File: src/rtl/axi_receive_pkg.sv
// Definitions shared by axi_transmit and axi_receive: beat-count arithmetic
// and the deserialiser state type.
package axi_receive_pkg;

  typedef enum logic [0:0] {
    COLLECT = 1'b0,
    HOLD    = 1'b1
  } state_t;

  function automatic int ceil_div(input int num, input int den);
    return (num + den - 1) / den;
  endfunction

  // Number of beats needed to carry one bus word; 1 when a beat covers the word.
  function automatic int max_beats(input int bus_width, input int data_width);
    return ceil_div(bus_width, data_width);
  endfunction

endpackage

File: src/rtl/axi_receive.sv
// Deserialiser: gathers DATA_WIDTH beats LSB-first into one BUS_WIDTH word,
// presents it on a held valid/ready port and flags short/long packets.
module axi_receive
  import axi_receive_pkg::*;
#(
  parameter int BUS_WIDTH  = 16,
  parameter int DATA_WIDTH = 32
) (
  input  logic                  clk,
  input  logic                  rst,
  input  logic [DATA_WIDTH-1:0] s_data,
  input  logic                  s_valid,
  input  logic                  s_last,
  output logic                  s_ready,
  output logic [BUS_WIDTH-1:0]  m_data,
  output logic                  m_valid,
  input  logic                  m_ready,
  output logic                  err_short,
  output logic                  err_long
);

  localparam int MAX_BEATS = max_beats(BUS_WIDTH, DATA_WIDTH);
  localparam int CW        = (MAX_BEATS > 1) ? $clog2(MAX_BEATS) : 1;
  localparam int PW        = MAX_BEATS * DATA_WIDTH;
  localparam logic [CW-1:0] LAST_CNT = CW'(MAX_BEATS - 1);

  state_t               state_r;
  state_t               state_s;
  logic [CW-1:0]        cnt_r;
  logic [CW-1:0]        cnt_s;
  logic [BUS_WIDTH-1:0] asm_r;
  logic [PW-1:0]        wide_s;
  logic                 accept_s;
  logic                 complete_s;
  logic                 short_s;
  logic                 long_s;
  logic                 unused_s;

  assign accept_s   = s_valid && s_ready;
  assign complete_s = s_last || (cnt_r == LAST_CNT);
  assign short_s    = accept_s && s_last && (cnt_r != LAST_CNT);
  assign long_s     = accept_s && !s_last && (cnt_r == LAST_CNT);
  // Bits of the final beat beyond BUS_WIDTH are intentionally dropped.
  assign unused_s   = ^wide_s;

  // State register.
  always_ff @(posedge clk) begin
    if (rst) begin
      state_r <= COLLECT;
    end else begin
      state_r <= state_s;
    end
  end

  // Next-state logic: a completing beat during consumption keeps us in HOLD.
  always_comb begin
    state_s = state_r;
    case (state_r)
      COLLECT: begin
        if (accept_s && complete_s) state_s = HOLD;
        else                        state_s = COLLECT;
      end
      HOLD: begin
        if (m_ready && !(accept_s && complete_s)) state_s = COLLECT;
        else                                      state_s = HOLD;
      end
      default: state_s = COLLECT;
    endcase
  end

  // Upstream ready: free while collecting, or when the held word leaves now.
  always_comb begin
    s_ready = 1'b0;
    case (state_r)
      COLLECT: s_ready = 1'b1;
      HOLD:    s_ready = m_ready;
      default: s_ready = 1'b0;
    endcase
  end

  // Assembly: beat 0 starts from a cleared word so unfilled upper bits read 0.
  always_comb begin
    wide_s = '0;
    if (cnt_r != '0) wide_s[BUS_WIDTH-1:0] = asm_r;
    else             wide_s = '0;
    for (int k = 0; k < MAX_BEATS; k++) begin
      wide_s[k*DATA_WIDTH +: DATA_WIDTH] =
        (cnt_r == CW'(k)) ? s_data : wide_s[k*DATA_WIDTH +: DATA_WIDTH];
    end
  end

  // Beat counter next value.
  always_comb begin
    cnt_s = cnt_r;
    if (accept_s) cnt_s = complete_s ? '0 : cnt_r + CW'(1);
    else          cnt_s = cnt_r;
  end

  // Datapath and registered outputs.
  always_ff @(posedge clk) begin
    if (rst) begin
      cnt_r     <= '0;
      asm_r     <= '0;
      m_data    <= '0;
      m_valid   <= 1'b0;
      err_short <= 1'b0;
      err_long  <= 1'b0;
    end else begin
      cnt_r <= cnt_s;
      if (accept_s) asm_r <= wide_s[BUS_WIDTH-1:0];
      if (accept_s && complete_s) m_data <= wide_s[BUS_WIDTH-1:0];
      m_valid   <= (state_s == HOLD);
      err_short <= short_s;
      err_long  <= long_s;
    end
  end

endmodule

File: config.mk
export PLATFORM = sky130hd
export DESIGN_NAME = axi_receive
export DESIGN_NICKNAME = d
export VERILOG_FILES = /design/src/rtl/axi_receive_pkg.sv /design/src/rtl/axi_receive.sv
export SDC_FILE = /design/constraint.sdc
export NUM_CORES = 1
export LEC_CHECK = 0
export ABC_AREA = 1
export CELL_PAD_IN_SITES_DETAIL_PLACEMENT = 1
export CELL_PAD_IN_SITES_GLOBAL_PLACEMENT = 2
export CORE_MARGIN = 2
export CORE_UTILIZATION = 23
export DETAILED_ROUTE_END_ITERATION = 8
export PLACE_DENSITY_LB_ADDON = 0.1
export SLEW_MARGIN = 40
export SYNTH_ARGS = -nofsm -noshare
export SYNTH_HDL_FRONTEND = slang
export SYNTH_SLANG_ARGS = --single-unit
File: constraint.sdc
create_clock -name clk -period 1.4 [get_ports clk]
set_input_delay 0.35 -clock clk [delete_from_list [all_inputs] [get_ports clk]]
set_output_delay 0.35 -clock clk [all_outputs]
set_load 0.005 [all_outputs]
==> results of run 1 <==
## metal layers
metal  vias up  wire [µm]
met3         5        143
li1        879          -
met5         -          0
met1       748       2228
met4         0         48
met2        28       2372
## per-stage QoR
stage | hold WS (ns) | utilization | setup slack (ns) | cell area, µm²
5_1_grt | 0.5045 | 0.3427 | 0.01286 | 2472
2_1_floorplan | 0.4287 | - | 0.3142 | 1710
6_report | 0.4770 | 0.3427 | 0.08687 | 2472
3_3_place_gp | 0.4627 | 0.3302 | -0.4423 | 2382
4_1_cts | 0.4803 | 0.3418 | -0.1104 | 2466
3_5_place_dp | 0.4677 | 0.3302 | -0.4274 | 2382
## worst max-delay path: stages
cell and delay (ns):
clkdlybuf4s50_1 0.51, inv_2 0.06, a21oi_4 0.13, buf_12 0.17, buf_12 0.12, nand2_1 0.04
nand2_1 0.06, nor2_1 0.04
## layout by cell type (no fill, tap or decap)
master	synthesis	final
a21oi_1	1	1
a21oi_2	7	7
a21oi_4	1	1
buf_12	0	8
buf_4	2	10
clkbuf_8	0	6
clkdlybuf4s15_2	0	1
clkdlybuf4s50_1	0	19
clkinv_2	0	2
dfxtp_1	36	28
dfxtp_2	0	7
dfxtp_4	0	1
dlygate4sd2_1	0	19
dlymetal6s2s_1	0	1
inv_1	35	35
inv_2	4	4
nand2_1	114	112
nand2_2	0	2
nand2_4	1	1
nand3_1	9	9
nand3_4	1	1
nor2_1	41	41
nor3_1	1	1
nor4_1	2	2
## cell usage after synthesis
cell type / count
nand2_4: 1
a21oi_4: 1
nor4_1: 2
buf_2: 1
a21oi_2: 7
dfxtp_1: 36
nor3_1: 1
inv_2: 4
nor2_1: 41
nand3_4: 1
nand3_1: 9
buf_4: 2
clkbuf_1: 3
buf_6: 5
a21oi_1: 1
nand2_1: 114
inv_1: 35
## area by class of cell
cell class | count | area, µm² | area share
clock buffers | 6 | 82.58 | 0.03340
repair buffers | 58 | 615.6 | 0.2490
inverters | 39 | 146.4 | 0.05921
well taps | 99 | 123.9 | 0.05010
flip-flops and latches | 36 | 733.2 | 0.2966
multi-input cells | 178 | 760.7 | 0.3077
clock inverters | 2 | 10.01 | 0.004049
## cells by family (layout without fill, tap and decap cells)
logic type | Yosys count | after routing | synth area share
flip-flops | 36 | 36 | 0.4214
AO/OA/AOI/OAI | 9 | 9 | 0.04828
AND/OR/NAND/NOR | 169 | 169 | 0.3936
buffers and inverters | 50 | 105 | 0.1368
## where the power goes
part | leakage (nW) | internal [mW] | total (mW) | switching [mW]
clock | 0.0510 | 0.393 | 0.776 | 0.383
combinational | 0.926 | 0.240 | 0.458 | 0.218
sequential | 0.301 | 1.10 | 1.13 | 0.0340
total | 1.28 | 1.73 | 2.37 | 0.634
## sequential cells by signal, summed over array words and instances, names as in the netlist
name       cells
err_short      1
m_data        16
cnt_r          1
m_valid        1
asm_r         16
err_long       1
## worst max path at each step
stage / slack [ns] / cells after the start / endpoint / startpoint
floorplan: 0.31 / 8 / m_data[14]$_SDFFE_PP0P_ / cnt_r$_SDFFE_PP0P_
global placement: -0.44 / 4 / s_ready / m_ready
detailed placement: -0.43 / 4 / s_ready / m_ready
CTS: -0.11 / 4 / s_ready / m_ready
global route: 0.01 / 8 / asm_r[14]$_SDFFE_PP0P_ / s_valid
finish: 0.09 / 8 / asm_r[14]$_SDFFE_PP0P_ / s_valid
==> impl_metrics.toml, run 1 <==
[global_routing]
grt_usage = 0.1291
antenna_found_initial = 0
grt_pass1_vias = 1740
grt_use_met1 = 0.1563
grt_pass1_wl_mm = 8.362
grt.met2_usage = 0.2306
grt_max_degree = 19
top_usage_layer = "met2"
use_met3 = 0.02766
grt_overflow = 0

[route]
totalWireLength_mm = 4.794
ant_nets = 0
drtIter0Drc = 24
drc = 0
dr.pass1.iters = 2
wl_per_cell_um = 11.47
vias_per_cell = 3.971
vias = 1660

[logic_synthesis]
synth-warning-count = 0
synth.area.top_cells = "dfxtp_1, nand2_1, nor2_1"
synth_area_um2 = 1710
syn_nets = 301
syn_avg_cell_area_um2 = 6.479
synth_top_area_share = 0.4214
synth.distinct_cells = 17
synth-seq-cells = 36
ys_seq_area_frac = 0.4214
yosysTopAreaCell = "dfxtp_1"
netlist_instances = 264

[clocking]
cts.clk_slew.worst_paths_ns = 0.07
tritoncts = "done"
cts_resized = 31
clock_latency_ns = 0.28
cts_hold_buf = 0
post_cts_buffers = 0
root_buffer = "clkbuf_8"
cts.path.max_buffers = 2
htreeDepth = 2
cts.sinks = 36
numCtsBuffers = 5

[timing]
fin_crit_sh = 0.9380
skew_ns = 0.004804
hold_viol = 0
fmax_mhz = 761.5
rsz0062_at_grt = "no"
setup_viol = 0
finalSetupTns_ns = 0
slew_headroom = 0.7593
period_needed_ns = 1.313
tightestPinTransition_ns = 0.3605
slew_violations = 0

[floorplan]
start_util = 0.2371
num_rows = 31
die_h_um = 90.24
die-area_um2 = 8142
die_w_um = 90.24
io_pins = 57
core_area_um2 = 7214

[critical_path]
rr_worst_depth = 6
rr_endpoint = "m_data[14]$_SDFFE_PP0P_"
cp-start-kind = "input port"
reg2reg_from = "cnt_r$_SDFFE_PP0P_"
endpoint_kind = "flop"
cp_max_fo = 16
setup.worst_path.class = "in2reg"
required_ns = 1.58
arrival_ns = 1.49
r2r_slack_ns = 0.20

[flow_run]
cap_violations = 0

[run_status]
status = "complete, no violations"

[hold_path]
worstHoldPathCells = 2
hold_start = "asm_r[5]$_SDFFE_PP0P_"
worstHoldEndpoint = "asm_r[5]$_SDFFE_PP0P_"
hold_path_class = "reg2reg"

[placed_design]
place_congestion = 0.6656
dp.cells = 410
io_buffers = 40
dp_hpwl_mm = 3.572

[pwr]
fin_total_pwr_mw = 2.367
leakage_nw = 1.278
peakVddDrop_v = 0.0004354
power.density_nw_per_um2 = 957.5

[finish]
fin_nets = 355
layout-drive-gt1-share = 0.1599
area_growth_pct = 44.55
fin_cells = 418
diodes = 0
fill_cells = 950
Power figures use the tool's default switching activity.
==> run 2: changes to the inputs <==
--- a/config.mk
+++ b/config.mk
@@ -16,3 +16,4 @@
 export SYNTH_ARGS = -nofsm -noshare
 export SYNTH_HDL_FRONTEND = slang
 export SYNTH_SLANG_ARGS = --single-unit
+export TNS_END_PERCENT = 5
==> run 2 against run 1 <==
Final area decreased by 0.25%. Hold slack about the same. Register-to-register slack about the same. Utilization is 0.087 points lower. Worst setup slack got worse by 0.0035 ns. Flip-flop and latch count did not move. Sequential power is essentially flat. Maximum frequency shrank 0.27%. Clock power barely moved. Non-clock buffer count unchanged.
==> impl_metrics.toml, run 2 (synthesis results as in run 1) <==
[floorplan]
io_pins = 57
core_area_um2 = 7214
num_rows = 31
die_w_um = 90.24
die_h_um = 90.24
start_util = 0.2371
die-area_um2 = 8142

[critical_path]
cp_max_fo = 16
setup.worst_path.class = "in2reg"
cp-start-kind = "input port"
arrival_ns = 1.50
required_ns = 1.58
endpoint_kind = "flop"

[global_routing]
grt_pass1_vias = 1736
grt_overflow = 0
grt_max_degree = 19
grt_pass1_wl_mm = 8.321
grt_usage = 0.1286
antenna_found_initial = 0

[pwr]
power.density_nw_per_um2 = 960.9
fin_total_pwr_mw = 2.370
peakVddDrop_v = 0.0004358
leakage_nw = 1.278

[timing]
slew_headroom = 0.7540
setup_viol = 0
tightestPinTransition_ns = 0.3685
fin_hold_ws_ns = 0.4770
period_needed_ns = 1.317
rsz0062_at_grt = "no"
slew_violations = 0
fin_crit_sh = 0.9405
hold_viol = 0
fmax_mhz = 759.5
skew_ns = 0.006686

[clocking]
root_buffer = "clkbuf_8"
post_cts_buffers = 0
numCtsBuffers = 5
cts.path.max_buffers = 2
cts.clk_slew.worst_paths_ns = 0.07
clock_latency_ns = 0.28
htreeDepth = 2
cts.sinks = 36
tritoncts = "done"

[finish]
final_area_um2 = 2466
fin_nets = 355
diodes = 0
final_common_cell = "nand2_1"
utilization = 0.3418
reg_top3 = "asm_r (16), m_data (16)"
area_growth_pct = 44.18
layout-drive-gt1-share = 0.1599
layout_common_cells = "nand2_1, nor2_1, inv_1"
fill_cells = 947

[flow_run]
cap_violations = 0

[run_status]
status = "complete, no violations"

[route]
vias = 1654
vias_per_cell = 3.957
ant_nets = 0
wl_per_cell_um = 11.48
dr.pass1.iters = 4
totalWireLength_mm = 4.797
drc = 0
drtIter0Drc = 24

[placed_design]
dp_hpwl_mm = 3.572
io_buffers = 40
place_congestion = 0.6656
placed_area_um2 = 2382

[hold_path]
hold_path_class = "reg2reg"
==> run 2: changes by cell type in the layout (fill, tap and decap cells not counted) <==
cell	previous run	this run
buf_2	0	1
clkdlybuf4s15_2	1	0
==> run 2: metal layers <==
metal,global-route usage,part of all wire,wire (µm)
met1,0.1548,0.46,2227
met2,0.2306,0.50,2390
met3,0.02766,0.028,132
met4,0.03462,0.010,48
met5,0,0,0
==> run 2: area by class of cell <==
| class | instances | area [µm²] | share of cell area |
|---|---|---|---|
| Timing Repair Buffer | 58 | 609.3 | 0.2471 |
| Tap cell | 99 | 123.9 | 0.05023 |
| Clock inverter | 2 | 10.01 | 0.004059 |
| Multi-Input combinational cell | 178 | 760.7 | 0.3085 |
| Sequential cell | 36 | 733.2 | 0.2973 |
| Clock buffer | 6 | 82.58 | 0.03349 |
| Inverter | 39 | 146.4 | 0.05936 |
==> run 2: stage by stage <==
step / std cells / TNS, ns / setup slack (ns)
after detailed placement: 410 / -8.445 / -0.4274
after global routing: 418 / 0 / 0.01286
final: 418 / 0 / 0.08333
after CTS: 418 / -0.09390 / -0.09390
after global placement: 410 / -8.573 / -0.4423
after floorplan: 264 / 0 / 0.3142
==> run 2: where the power goes <==
part / internal [mW] / leakage [nW] / switching [mW] / total (mW)
Clock: 0.393 / 0.0510 / 0.385 / 0.778
Combinational: 0.239 / 0.926 / 0.218 / 0.458
Sequential: 1.10 / 0.301 / 0.0341 / 1.13
==> run 2: worst paths after layout <==
check | to | cells after the start | start | slack [ns]
max | asm_r[14]$_SDFFE_PP0P_ | 8 | s_valid | 0.08
min | asm_r[5]$_SDFFE_PP0P_ | 2 | asm_r[5]$_SDFFE_PP0P_ | 0.48
max reg2reg | m_data[14]$_SDFFE_PP0P_ | 6 | cnt_r$_SDFFE_PP0P_ | 0.19
min reg2reg | asm_r[5]$_SDFFE_PP0P_ | 2 | asm_r[5]$_SDFFE_PP0P_ | 0.48
==> run 2: what timing repair did <==
action / in CTS / in global routing
gates resized for setup: 32 / 3
hold buffers: 0 / 0
endpoints found under the setup margin: 26 / 26
==> run 2: critical path, cell delays in order <==
cell and delay (ns):
clkdlybuf4s50_1 0.51, inv_2 0.06, a21oi_4 0.13, buf_12 0.17
buf_12 0.12, nand2_1 0.04, nand2_1 0.06, nor2_1 0.04
